<file path="src/rtl/flow_to_stream_if.sv">
// ----------------------------------------------------------------------------
// flow_to_stream_if
// Bundles the two handshakes that cross the flow_to_stream adapter:
//   flow side   : flow_valid, flow_data      (no backpressure)
//   stream side : stream_valid, stream_data, stream_ready
// Modports:
//   master : the environment. It drives the flow beats and stream_ready, and
//            observes the stream output.
//   slave  : the adapter. It receives the flow beats and drives the stream
//            output.
// ----------------------------------------------------------------------------
interface flow_to_stream_if #(
    parameter type T = logic [31:0]
);
    logic flow_valid;
    T     flow_data;
    logic stream_valid;
    T     stream_data;
    logic stream_ready;

    modport master (
        output flow_valid,
        output flow_data,
        output stream_ready,
        input  stream_valid,
        input  stream_data
    );

    modport slave (
        input  flow_valid,
        input  flow_data,
        input  stream_ready,
        output stream_valid,
        output stream_data
    );
endinterface

</file>
<file path="src/rtl/flow_to_stream.sv">
// ----------------------------------------------------------------------------
// flow_to_stream
// Adapts a free-running flow source (no backpressure) to a backpressured
// stream sink. Beats are queued in a DEPTH-entry circular buffer that feeds a
// registered output stage, so total capacity is DEPTH+1. A beat that cannot
// be stored is dropped: buffered beats are never overwritten. Every drop sets
// a sticky overflow flag and, optionally, bumps a saturating drop counter.
//
// Ports:
//   i_clock      : single clock, rising edge
//   i_reset      : synchronous, active-high reset
//   io_bus       : flow_to_stream_if.slave (flow in, stream out)
//   i_clear      : clears o_overflow and o_drop_count
//   o_overflow   : sticky, at least one beat dropped since reset/clear
//   o_drop_count : saturating count of dropped beats
//
// Build option:
//   FLOW_TO_STREAM_DROP_COUNT_EN defined   -> drop counter implemented
//   FLOW_TO_STREAM_DROP_COUNT_EN undefined -> o_drop_count tied to 0
// ----------------------------------------------------------------------------
module flow_to_stream #(
    parameter type         T           = logic [31:0],
    parameter int unsigned DEPTH       = 4,
    parameter int unsigned COUNT_WIDTH = 16
) (
    input  logic                   i_clock,
    input  logic                   i_reset,
    flow_to_stream_if.slave        io_bus,
    input  logic                   i_clear,
    output logic                   o_overflow,
    output logic [COUNT_WIDTH-1:0] o_drop_count
);
    localparam int unsigned PTR_W  = (DEPTH > 1) ? $clog2(DEPTH) : 1;
    localparam int unsigned FILL_W = $clog2(DEPTH + 1);

    T                  r_mem [DEPTH];
    logic [PTR_W-1:0]  r_wr_ptr;
    logic [PTR_W-1:0]  r_rd_ptr;
    logic [FILL_W-1:0] r_fill;
    logic              r_valid;
    T                  r_data;
    logic              r_overflow;

    logic              w_read;
    logic              w_accept;
    logic              w_drop;
    logic [PTR_W-1:0]  w_wr_ptr_next;
    logic [PTR_W-1:0]  w_rd_ptr_next;

    // Output register is free when empty or being consumed this cycle.
    assign w_read   = (!r_valid || io_bus.stream_ready) && (r_fill != '0);
    // A full buffer still takes a beat when the head leaves in the same cycle.
    assign w_accept = io_bus.flow_valid && ((r_fill < FILL_W'(DEPTH)) || w_read);
    assign w_drop   = io_bus.flow_valid && !w_accept;

    // Explicit wrap so DEPTH need not be a power of two.
    assign w_wr_ptr_next = (r_wr_ptr == PTR_W'(DEPTH - 1)) ? '0 : r_wr_ptr + PTR_W'(1);
    assign w_rd_ptr_next = (r_rd_ptr == PTR_W'(DEPTH - 1)) ? '0 : r_rd_ptr + PTR_W'(1);

    // Storage and output payload carry no reset; validity is tracked separately.
    always_ff @(posedge i_clock) begin
        if (!i_reset) begin
            if (w_accept) begin
                r_mem[r_wr_ptr] <= io_bus.flow_data;
            end
            if (w_read) begin
                r_data <= r_mem[r_rd_ptr];
            end
        end
    end

    always_ff @(posedge i_clock) begin
        if (i_reset) begin
            r_wr_ptr   <= '0;
            r_rd_ptr   <= '0;
            r_fill     <= '0;
            r_valid    <= 1'b0;
            r_overflow <= 1'b0;
        end else begin
            if (w_accept) begin
                r_wr_ptr <= w_wr_ptr_next;
            end
            if (w_read) begin
                r_rd_ptr <= w_rd_ptr_next;
                r_valid  <= 1'b1;
            end else if (io_bus.stream_ready) begin
                r_valid  <= 1'b0;
            end
            case ({w_accept, w_read})
                2'b10:   r_fill <= r_fill + FILL_W'(1);
                2'b01:   r_fill <= r_fill - FILL_W'(1);
                default: r_fill <= r_fill;
            endcase
            // A drop in the same cycle as clear wins.
            if (w_drop) begin
                r_overflow <= 1'b1;
            end else if (i_clear) begin
                r_overflow <= 1'b0;
            end
        end
    end

`ifdef FLOW_TO_STREAM_DROP_COUNT_EN
    logic [COUNT_WIDTH-1:0] r_drop_count;

    always_ff @(posedge i_clock) begin
        if (i_reset) begin
            r_drop_count <= '0;
        end else if (w_drop) begin
            if (i_clear) begin
                r_drop_count <= COUNT_WIDTH'(1);
            end else if (r_drop_count != '1) begin
                r_drop_count <= r_drop_count + COUNT_WIDTH'(1);
            end
        end else if (i_clear) begin
            r_drop_count <= '0;
        end
    end

    assign o_drop_count = r_drop_count;
`else
    assign o_drop_count = '0;
`endif

    assign io_bus.stream_valid = r_valid;
    assign io_bus.stream_data  = r_data;
    assign o_overflow          = r_overflow;
endmodule

</file>
<file path="src/flat_wrapper.sv">
// flat-port wrapper written by rule: the top's interface ports become plain ports
module flow_to_stream_flat 
#(
    parameter type         T           = logic [31:0],
    parameter int unsigned DEPTH       = 4,
    parameter int unsigned COUNT_WIDTH = 16
)
  (i_clock, i_reset, i_clear, o_overflow, o_drop_count, io_bus_flow_valid, io_bus_flow_data, io_bus_stream_ready, io_bus_stream_valid, io_bus_stream_data);
  flow_to_stream_if #(.T(T)) io_bus_i ();
  input  logic i_clock;
  input  logic i_reset;
  input  logic i_clear;
  output logic o_overflow;
  output logic [COUNT_WIDTH-1:0] o_drop_count;
  input wire logic [$bits(io_bus_i.flow_valid)-1:0] io_bus_flow_valid;
  input wire logic [$bits(io_bus_i.flow_data)-1:0] io_bus_flow_data;
  input wire logic [$bits(io_bus_i.stream_ready)-1:0] io_bus_stream_ready;
  output wire logic [$bits(io_bus_i.stream_valid)-1:0] io_bus_stream_valid;
  output wire logic [$bits(io_bus_i.stream_data)-1:0] io_bus_stream_data;
  assign io_bus_i.flow_valid = io_bus_flow_valid;
  assign io_bus_i.flow_data = io_bus_flow_data;
  assign io_bus_i.stream_ready = io_bus_stream_ready;
  assign io_bus_stream_valid = io_bus_i.stream_valid;
  assign io_bus_stream_data = io_bus_i.stream_data;
  flow_to_stream #(.T(T), .DEPTH(DEPTH), .COUNT_WIDTH(COUNT_WIDTH)) u_core (.i_clock(i_clock), .i_reset(i_reset), .io_bus(io_bus_i), .i_clear(i_clear), .o_overflow(o_overflow), .o_drop_count(o_drop_count));
endmodule
</file>
<file path="config.mk">
export PLATFORM = sky130hd
export DESIGN_NAME = flow_to_stream_flat
export DESIGN_NICKNAME = d
export VERILOG_FILES = /design/src/rtl/flow_to_stream_if.sv /design/src/rtl/flow_to_stream.sv /design/src/flat_wrapper.sv
export SDC_FILE = /design/constraint.sdc
export NUM_CORES = 1
export LEC_CHECK = 0
export ABC_AREA = 1
export CORE_MARGIN = 3
export CORE_UTILIZATION = 54
export CTS_CLUSTER_SIZE = 25
export DETAILED_ROUTE_END_ITERATION = 8
export PLACE_DENSITY = 0.79
export SYNTH_ARGS = -nofsm -noshare
export SYNTH_HDL_FRONTEND = slang
export SYNTH_SLANG_ARGS = --single-unit
export TNS_END_PERCENT = 5
</file>
<file path="constraint.sdc">
create_clock -name i_clock -period 3.7 [get_ports i_clock]
set_input_delay 0.925 -clock i_clock [delete_from_list [all_inputs] [get_ports i_clock]]
set_output_delay 0.925 -clock i_clock [all_outputs]
set_load 0.01 [all_outputs]
</file>
=== Word-level counts from Yosys, hierarchy flattened ===
Memories as Yosys holds them, arrays and structs flattened. A register that Yosys moved wholly into a read port is not among the register bits.
Cells that the tools add are included.

* Flip-flop bits (word level): 9
* Output and inout bits: 50
* RAM bits: 128
* Bits of input ports: 37
* Memories kept: 1
* Logic and storage cells: 38

{| class="wikitable"
|+ Memory list
! memory !! words !! width !! read ports !! clocked after Yosys merged registers in !! write ports !! line !! source
|-
| u_core.r_mem || 4 || 32 || 1 || 1 || 1 || flow_to_stream.sv:36 || <nowiki>T r_mem [DEPTH];</nowiki>
|}

* Equality and inequality tests: 4
* Bitwise operators: 1
* Magnitude comparators: 1
* Add/subtract/negate cells: 4
* Muxes and demuxes: 10
* Reductions and logical operators: 12

{| class="wikitable"
|+ Operator list
! cell !! number
|-
| 1-bit two-way mux || 7
|-
| 2-bit == test, second input constant || 3
|-
| 3-bit one-hot mux with 2 select lines || 1
|-
| 2-bit nonzero test || 3
|-
| 2-bit by 1-bit adder with 2-bit output, second input constant || 2
|-
| 2-bit two-way mux || 2
|-
| 3-bit by 1-bit adder with 3-bit output, second input constant || 1
|-
| 1-bit logical AND || 3
|-
| 3-bit < comparator, second input constant || 1
|-
| 3-bit nonzero test || 1
|-
| 3-bit by 1-bit subtractor with 3-bit output, second input constant || 1
|-
| 2-bit by 1-bit == test with 1-bit output, second input constant || 1
|-
| 1-bit logical NOT || 2
|-
| 1-bit logical OR || 2
|-
| 2-bit AND reduction || 1
|-
| 1-bit inverter || 1
|}

=== Depth between registers and ports, before layout ===
Gate-level depths: netlist of the first run.

* Word-level depth: 8
* Gate-level depth with buffers: 10
* Depth with buffers taken out: 10

=== Least setup slack after synthesis of the first run ===
No wires, ideal clock.

* Path type: input to register
* Start point: in io_bus_stream_ready
* End point: mem u_core.r_mem[3][0] (netlist bit), enable pin
* Required time: 3,279 ps
* Path buffers: 0
* Arrival time: 2,627 ps
* Library setup time: 421 ps
* Slack: 652 ps
* Stages on the path: 6
* Cell sequence: inv_2 -> nand3_1 -> nand2_1 -> inv_2 -> nand2_1 -> nor2_1

* Word-level cells in the longest chain between the ends: 7

{| class="wikitable"
|+ RTL lines
! element !! line !! source
|-
| from (decl) || flat_wrapper.sv:17 || <nowiki>input wire logic [$bits(io_bus_i.stream_ready)-1:0] io_bus_stream_ready;</nowiki>
|-
| 1-bit logical OR || flow_to_stream.sv:51 || <nowiki>assign w_read = (!r_valid || io_bus.stream_ready) && (r_fill != '0);</nowiki>
|-
| 1-bit logical AND || flow_to_stream.sv:51 ||
|-
| 1-bit logical OR || flow_to_stream.sv:53 || <nowiki>assign w_accept = io_bus.flow_valid && ((r_fill < FILL_W'(DEPTH)) || w_read);</nowiki>
|-
| 1-bit logical AND || flow_to_stream.sv:53 ||
|-
| 1-bit two-way mux || flow_to_stream.sv:63 || <nowiki>if (w_accept) begin</nowiki>
|-
| 1-bit two-way mux || flow_to_stream.sv:62 || <nowiki>if (!i_reset) begin</nowiki>
|-
| 1-bit two-way mux (not written as such) || flow_to_stream.sv:64 || <nowiki>r_mem[r_wr_ptr] <= io_bus.flow_data;</nowiki>
|-
| to (decl) || flow_to_stream.sv:36 ||
|}

No other way between the ends.

=== Worst setup path in the final report of the first run ===
* Start point: in io_bus_stream_ready
* End point: mem u_core.r_mem[2][8] (netlist bit), enable pin

Same word-level chain as after synthesis.

==> results of run 1 <==
## tightest hold or removal path, stage by stage (launching register included)
cell and delay, ps:
dfxtp_1 310, nand2_1 60, a21oi_1 60
## layout make-up
type	instances	share of cell area [%]
sequential	169	64.2
multi-input combinational	227	14.8
timing repair buffer	77	10.0
clock buffer	18	5.52
clock inverter	14	2.50
tap	140	2.25
inverter	16	0.773
## worst min path at each step
stage,from,end,slack (ps),cells past startpoint
global placement,u_core.o_overflow,u_core.o_overflow,460,2
finish,u_core.o_overflow,u_core.o_overflow,480,2
CTS,u_core.o_overflow,u_core.o_overflow,480,2
floorplan,u_core.r_fill[1],u_core.r_fill[1],460,2
global route,u_core.o_overflow,u_core.o_overflow,500,2
detailed placement,u_core.o_overflow,u_core.o_overflow,470,2
## registers in the layout, summed over array words and instances, names as in the netlist
name,flops
u_core.io_bus.stream_data,32
u_core.r_wr_ptr,2
u_core.o_overflow,1
u_core.r_rd_ptr,2
u_core.r_mem,128
u_core.r_fill,3
u_core.io_bus.stream_valid,1
## routing by layer
metal,vias up,GRT usage [%],routed length (um)
met5,-,0,0
met3,9,4.92,648
met2,136,32.2,6320
met4,0,5.70,64
li1,1706,-,-
met1,1806,23.6,4890
## power by group through the flow
stage | clock network (mW) | registers (mW) | logic, mW
after floorplan | 0 | 2.57 | 0.702
after global placement | 0 | 2.50 | 1.19
after detailed placement | 0 | 2.50 | 1.24
after CTS | 1.86 | 2.47 | 1.25
after global routing | 1.95 | 2.48 | 1.35
final | 1.84 | 2.47 | 1.23
## stage by stage
step	setup WS (ps)	std cells
after floorplan	652	448
after global placement	860	629
after detailed placement	783	629
after CTS	1210	661
after global routing	1110	661
final	1210	661
## placed cells by master, fill, tap and decap left out, types with 2 or more instances in the layout
cell | synthesis | layout
edfxtp_1 | 160 | 160
buf_4 | 16 | 5
clkinv_1 | 0 | 2
dfxtp_1 | 9 | 8
nand3_1 | 3 | 3
ha_1 | 6 | 6
nand3b_1 | 2 | 2
o21ai_0 | 41 | 41
bufinv_16 | 0 | 4
nor2_1 | 81 | 76
clkdlybuf4s50_1 | 0 | 70
o21ai_1 | 25 | 25
clkinvlp_4 | 0 | 3
buf_12 | 0 | 2
inv_6 | 0 | 4
nor2_4 | 0 | 5
nand2_1 | 13 | 13
inv_2 | 6 | 6
o22ai_1 | 32 | 32
inv_1 | 10 | 10
a21oi_1 | 5 | 5
conb_1 | 1 | 16
clkbuf_16 | 0 | 17
## logic make-up (layout without fill, tap and decap cells)
family / Yosys count / in the layout / share of synthesized area [%]
other: 1 / 16 / 0.0590
buffers and inverters: 52 / 125 / 4.94
adders and majority gates: 7 / 7 / 1.50
and+or+nand+nor: 100 / 100 / 6.13
AOI/OAI and AO/OA: 103 / 103 / 8.75
DFF: 169 / 169 / 78.5
xor gates and xnor gates: 1 / 1 / 0.138
==> results.json, run 1 <==
{
  "syn2layout_area_growth_pct": 22.3,
  "cp_max_fo": 32,
  "r2r-start": "u_core.r_fill[0]",
  "p_clk_share_pct": 33.2,
  "r2r-end": "u_core.r_fill[2]",
  "cap_violations": 0,
  "post-cts-setup-buffers": 0,
  "synth_cells": 433,
  "critPathSlowestCell": "clkdlybuf4s50_1",
  "p_sw_mw": 1.53,
  "critical_path.startpoint": "io_bus_stream_ready",
  "fin_area_mm2": 0.00777,
  "finalSetupViolations": 0,
  "synth_cell_types": 21,
  "cp_data_arrival_time_ps": 2540,
  "grt_pass1_wl_mm": 18.4,
  "drcViolationCount": 0,
  "holdWs_ps": 478,
  "finish.utilization_pct": 69.5,
  "dp_hpwl_mm": 6.77,
  "layout-drive-gt1-share_pct": 9.21,
  "yosysMostFrequentCell": "edfxtp_1",
  "cts_max_level": 4,
  "cts_sinks": 169,
  "fin_crit_ps": 2490,
  "hp-class": "reg2reg",
  "end_kind": "flip-flop",
  "dieWidth_um": 114,
  "viasPerCell": 5.53,
  "wl_per_cell_um": 18.0,
  "power.density_mw_per_mm2": 713,
  "cts_tree": "yes",
  "vdd_ir_drop_max_uv": 319,
  "crit_cells": 8,
  "die_h_um": 114,
  "cts_resized": 0,
  "yosys_warnings": 0,
  "rows": 38,
  "num_vias": 3657,
  "clock_latency_ps": 420,
  "netlist_top_cells_count": "edfxtp_1 (160), nor2_1 (81), o21ai_0 (41)",
  "num_antenna_cells": 0,
  "syn_area_per_cell_um2": 14.7,
  "critPathBufInv": 4,
  "r2r_setup_slack_ps": 1720,
  "path_clk_slew_ps": 60,
  "clk_path_buf_depth": 2,
  "antenna_left": 0,
  "p_int_mw": 4.01,
  "drt_iter0_markers": 263,
  "p_comb_share_pct": 22.3,
  "cts-buffers-inserted": 17,
  "crit_type": "in2reg",
  "cp_slowest_stage_delay_ps": 470,
  "crit_path_end": "u_core.r_mem[2][8]",
  "synth-edff-count": 160,
  "seq_area_frac_synth_pct": 78.5,
  "dieArea_mm2": 0.0131,
  "timing.fmax_mhz": 401,
  "overflow": 0,
  "synth.top_cell.area_share_pct": 75.7,
  "netlist_area_mm2": 0.00635,
  "cts-root-buf": "clkbuf_16",
  "place_congestion": 0.836,
  "rr_worst_depth": 9,
  "grt_max_degree": 67,
  "netlist_top_cells_area": "edfxtp_1 (76%), nor2_1 (4.8%), o21ai_0 (3.2%), o22ai_1 (3.2%), dfxtp_1 (2.8%)",
  "port_buffers": 70,
  "synthFlopType": "edfxtp_1",
  "fillers": 706,
  "finalPower_mw": 5.54,
  "p_seq_share_pct": 44.5,
  "ff_latch_area_mm2": 0.00499,
  "synth-async-reset-ratio_pct": 0,
  "maxSlewViolCount": 0,
  "rsz0062_at_grt": "no",
  "max-slew-margin-rel_pct": 27.6,
  "startpoint_type": "input pin",
  "cp_top_family": "buffers and inverters",
  "start_util_pct": 56.8,
  "core_mm2": 0.0112,
  "crit_required_ps": 3750,
  "synth_area_leader_cell": "edfxtp_1",
  "power_switching_share_pct": 27.6,
  "p_leak_nw": 2.66,
  "hold_viol_final": 0,
  "outcome": "finished, final reports clean",
  "period_share_pct": 67.3,
  "place_area_mm2": 0.00715,
  "io_pins": 87,
  "tightest_slew_ps": 1090,
  "postRouteWirelength_mm": 11.9,
  "grt_antenna_before_repair": 0,
  "setup-tns-final_ps": 0,
  "cts-hold-fix-buffers": 0,
  "crit_chain": "clkdlybuf4s50_1, inv_2, nand3_1, nand2_1, inv_2, nand2_1, nor2_4, buf_4",
  "drt_pass1_iterations": 5,
  "track_usage_pct": 18.8,
  "fin_nets": 552,
  "first_global_vias": 3557,
  "ys_ff_latch": 169,
  "multi_input_area_mm2": 0.00115,
  "skew_ps": 14.5
}
Note: power is estimated with default switching activity, not from simulation.
==> run 2, diff against run 1 <==
--- a/config.mk
+++ b/config.mk
@@ -7,10 +7,10 @@
 export LEC_CHECK = 0
 export ABC_AREA = 1
 export CORE_MARGIN = 3
-export CORE_UTILIZATION = 54
+export CORE_UTILIZATION = 49
 export CTS_CLUSTER_SIZE = 25
 export DETAILED_ROUTE_END_ITERATION = 8
-export PLACE_DENSITY = 0.79
+export PLACE_DENSITY = 0.75
 export SYNTH_ARGS = -nofsm -noshare
 export SYNTH_HDL_FRONTEND = slang
 export SYNTH_SLANG_ARGS = --single-unit
==> constraint.sdc (replaced) <==
create_clock -name i_clock -period 2.1 [get_ports i_clock]
set_input_delay 0.525 -clock i_clock [delete_from_list [all_inputs] [get_ports i_clock]]
set_output_delay 0.525 -clock i_clock [all_outputs]
set_load 0.01 [all_outputs]
==> run 2 against run 1 <==
Against the previous run:
- die area grew 9.7%
- sequential share of layout area shrank 2.1 points
- register-to-register slack lost 1500 ps
- sequential power grew 77%
- critical path type unchanged
- largest cell class unchanged
- highest routed layer unchanged
==> results.json, run 2 (synthesis gave the netlist of run 1 again) <==
{
  "outcome": "finished, final reports clean",
  "fillers": 861,
  "finalSetupViolations": 0,
  "viasPerCell": 5.31,
  "setup-tns-final_ps": 0,
  "overflow": 0,
  "cts_tree": "yes",
  "crit_required_ps": 2410,
  "clock_latency_ps": 420,
  "num_antenna_cells": 0,
  "hp-class": "reg2reg",
  "cp_max_fo": 2,
  "cts-buffers-inserted": 17,
  "fin_cells": 708,
  "startpoint_type": "input pin",
  "fin_area_mm2": 0.00804,
  "crit_type": "in2reg",
  "dp_hpwl_mm": 7.82,
  "path_clk_slew_ps": 60,
  "first_global_vias": 3693,
  "timing.fmax_mhz": 517,
  "wl_per_cell_um": 17.4,
  "syn2layout_area_growth_pct": 26.5,
  "num_vias": 3760,
  "cts_resized": 0,
  "post-cts-setup-buffers": 0,
  "port_buffers": 70,
  "maxSlewViolCount": 0,
  "end_kind": "flip-flop",
  "antenna_left": 0,
  "place_congestion": 0.795,
  "finalPower_mw": 10.0,
  "max-slew-margin-rel_pct": 62.6,
  "holdWs_ps": 467,
  "layout_common_cells": "edfxtp_1 (160), nor2_1 (76), clkdlybuf4s50_1 (70)",
  "p_leak_nw": 2.78,
  "skew_ps": 7.15,
  "final_common_cell": "edfxtp_1",
  "cts_sinks": 169,
  "core_mm2": 0.0124,
  "postRouteWirelength_mm": 12.3,
  "start_util_pct": 51.4,
  "io_pins": 87,
  "vdd_ir_drop_max_uv": 668,
  "grt_max_degree": 35,
  "dieArea_mm2": 0.0144,
  "cts-root-buf": "clkbuf_16",
  "largest_reg_flops": 128,
  "rows": 40,
  "grt_pass1_wl_mm": 19.5,
  "cap_violations": 0,
  "cts-hold-fix-buffers": 0,
  "tightest_slew_ps": 560,
  "rsz0062_at_grt": "no",
  "die_h_um": 120,
  "fin_nets": 571,
  "drt_pass1_iterations": 5,
  "track_usage_pct": 18.0,
  "clk_path_buf_depth": 2,
  "drt_iter0_markers": 446,
  "regMostFlops": "u_core.r_mem",
  "grt_antenna_before_repair": 0,
  "dp.cells": 676,
  "cp_data_arrival_time_ps": 2250,
  "period_share_pct": 92.1,
  "fin_crit_ps": 1940,
  "layout-drive-gt1-share_pct": 13.0,
  "dieWidth_um": 120,
  "drcViolationCount": 0,
  "place_area_mm2": 0.00739,
  "power.density_mw_per_mm2": 1250,
  "hold_viol_final": 0,
  "cts_max_level": 4
}
-- run 2: metrics by stage --
step,setup slack [ps],utilization [%]
after floorplan,-66.6,-
after global placement,-233,59.7
after detailed placement,-259,59.7
after CTS,189,65.0
after global routing,107,65.0
final,165,65.0
-- run 2: critical path: stages --
cell	delay, ps
clkdlybuf4s50_1	410
inv_2	60
nand2_1	60
nand2_1	110
inv_1	60
ha_1	200
fa_1	380
or2_1	240
a21oi_1	150
nor2_1	60
-- run 2: layout make-up --
type                       count  area (um2)  share of cell area, %
sequential                   169        4990                   62.1
multi-input combinational    227        1150                   14.3
timing repair buffer          96         983                   12.2
clock buffer                  17         425                   5.29
clock inverter                15         224                   2.79
tap                          168         210                   2.62
inverter                      16        60.1                  0.747
-- run 2: routing by layer --
metal / GRT usage (%) / share of wire [%] / vias to the layer above
met4: 8.66 / 2.5 / 0
met1: 22.8 / 41 / 1803
met5: 0 / 0 / -
met2: 28.3 / 49 / 181
met3: 5.89 / 7.3 / 28
li1: - / - / 1748
-- run 2: worst paths after layout --
kind	from	endpoint	slack, ps	cells past startpoint
hold reg to reg	u_core.o_overflow	u_core.o_overflow	470	2
hold / removal	u_core.o_overflow	u_core.o_overflow	470	2
setup reg to reg	u_core.r_fill[0]	u_core.r_fill[2]	210	9
setup / recovery	io_bus_stream_ready	u_core.r_fill[2]	160	10
-- run 2: where the power goes --
group / switching [mW] / internal (mW)
logic: 1.32 / 0.965
clock network: 1.25 / 2.11
registers: 0.163 / 4.21
total: 2.73 / 7.28
==> run 3, diff against run 2 <==
--- a/config.mk
+++ b/config.mk
@@ -8,7 +8,7 @@
 export ABC_AREA = 1
 export CORE_MARGIN = 3
 export CORE_UTILIZATION = 49
-export CTS_CLUSTER_SIZE = 25
+export CTS_CLUSTER_SIZE = 20
 export DETAILED_ROUTE_END_ITERATION = 8
 export PLACE_DENSITY = 0.75
 export SYNTH_ARGS = -nofsm -noshare
==> results of run 3 <==
Same layout as run 2: the final DEF is identical, and so are final timing and power.
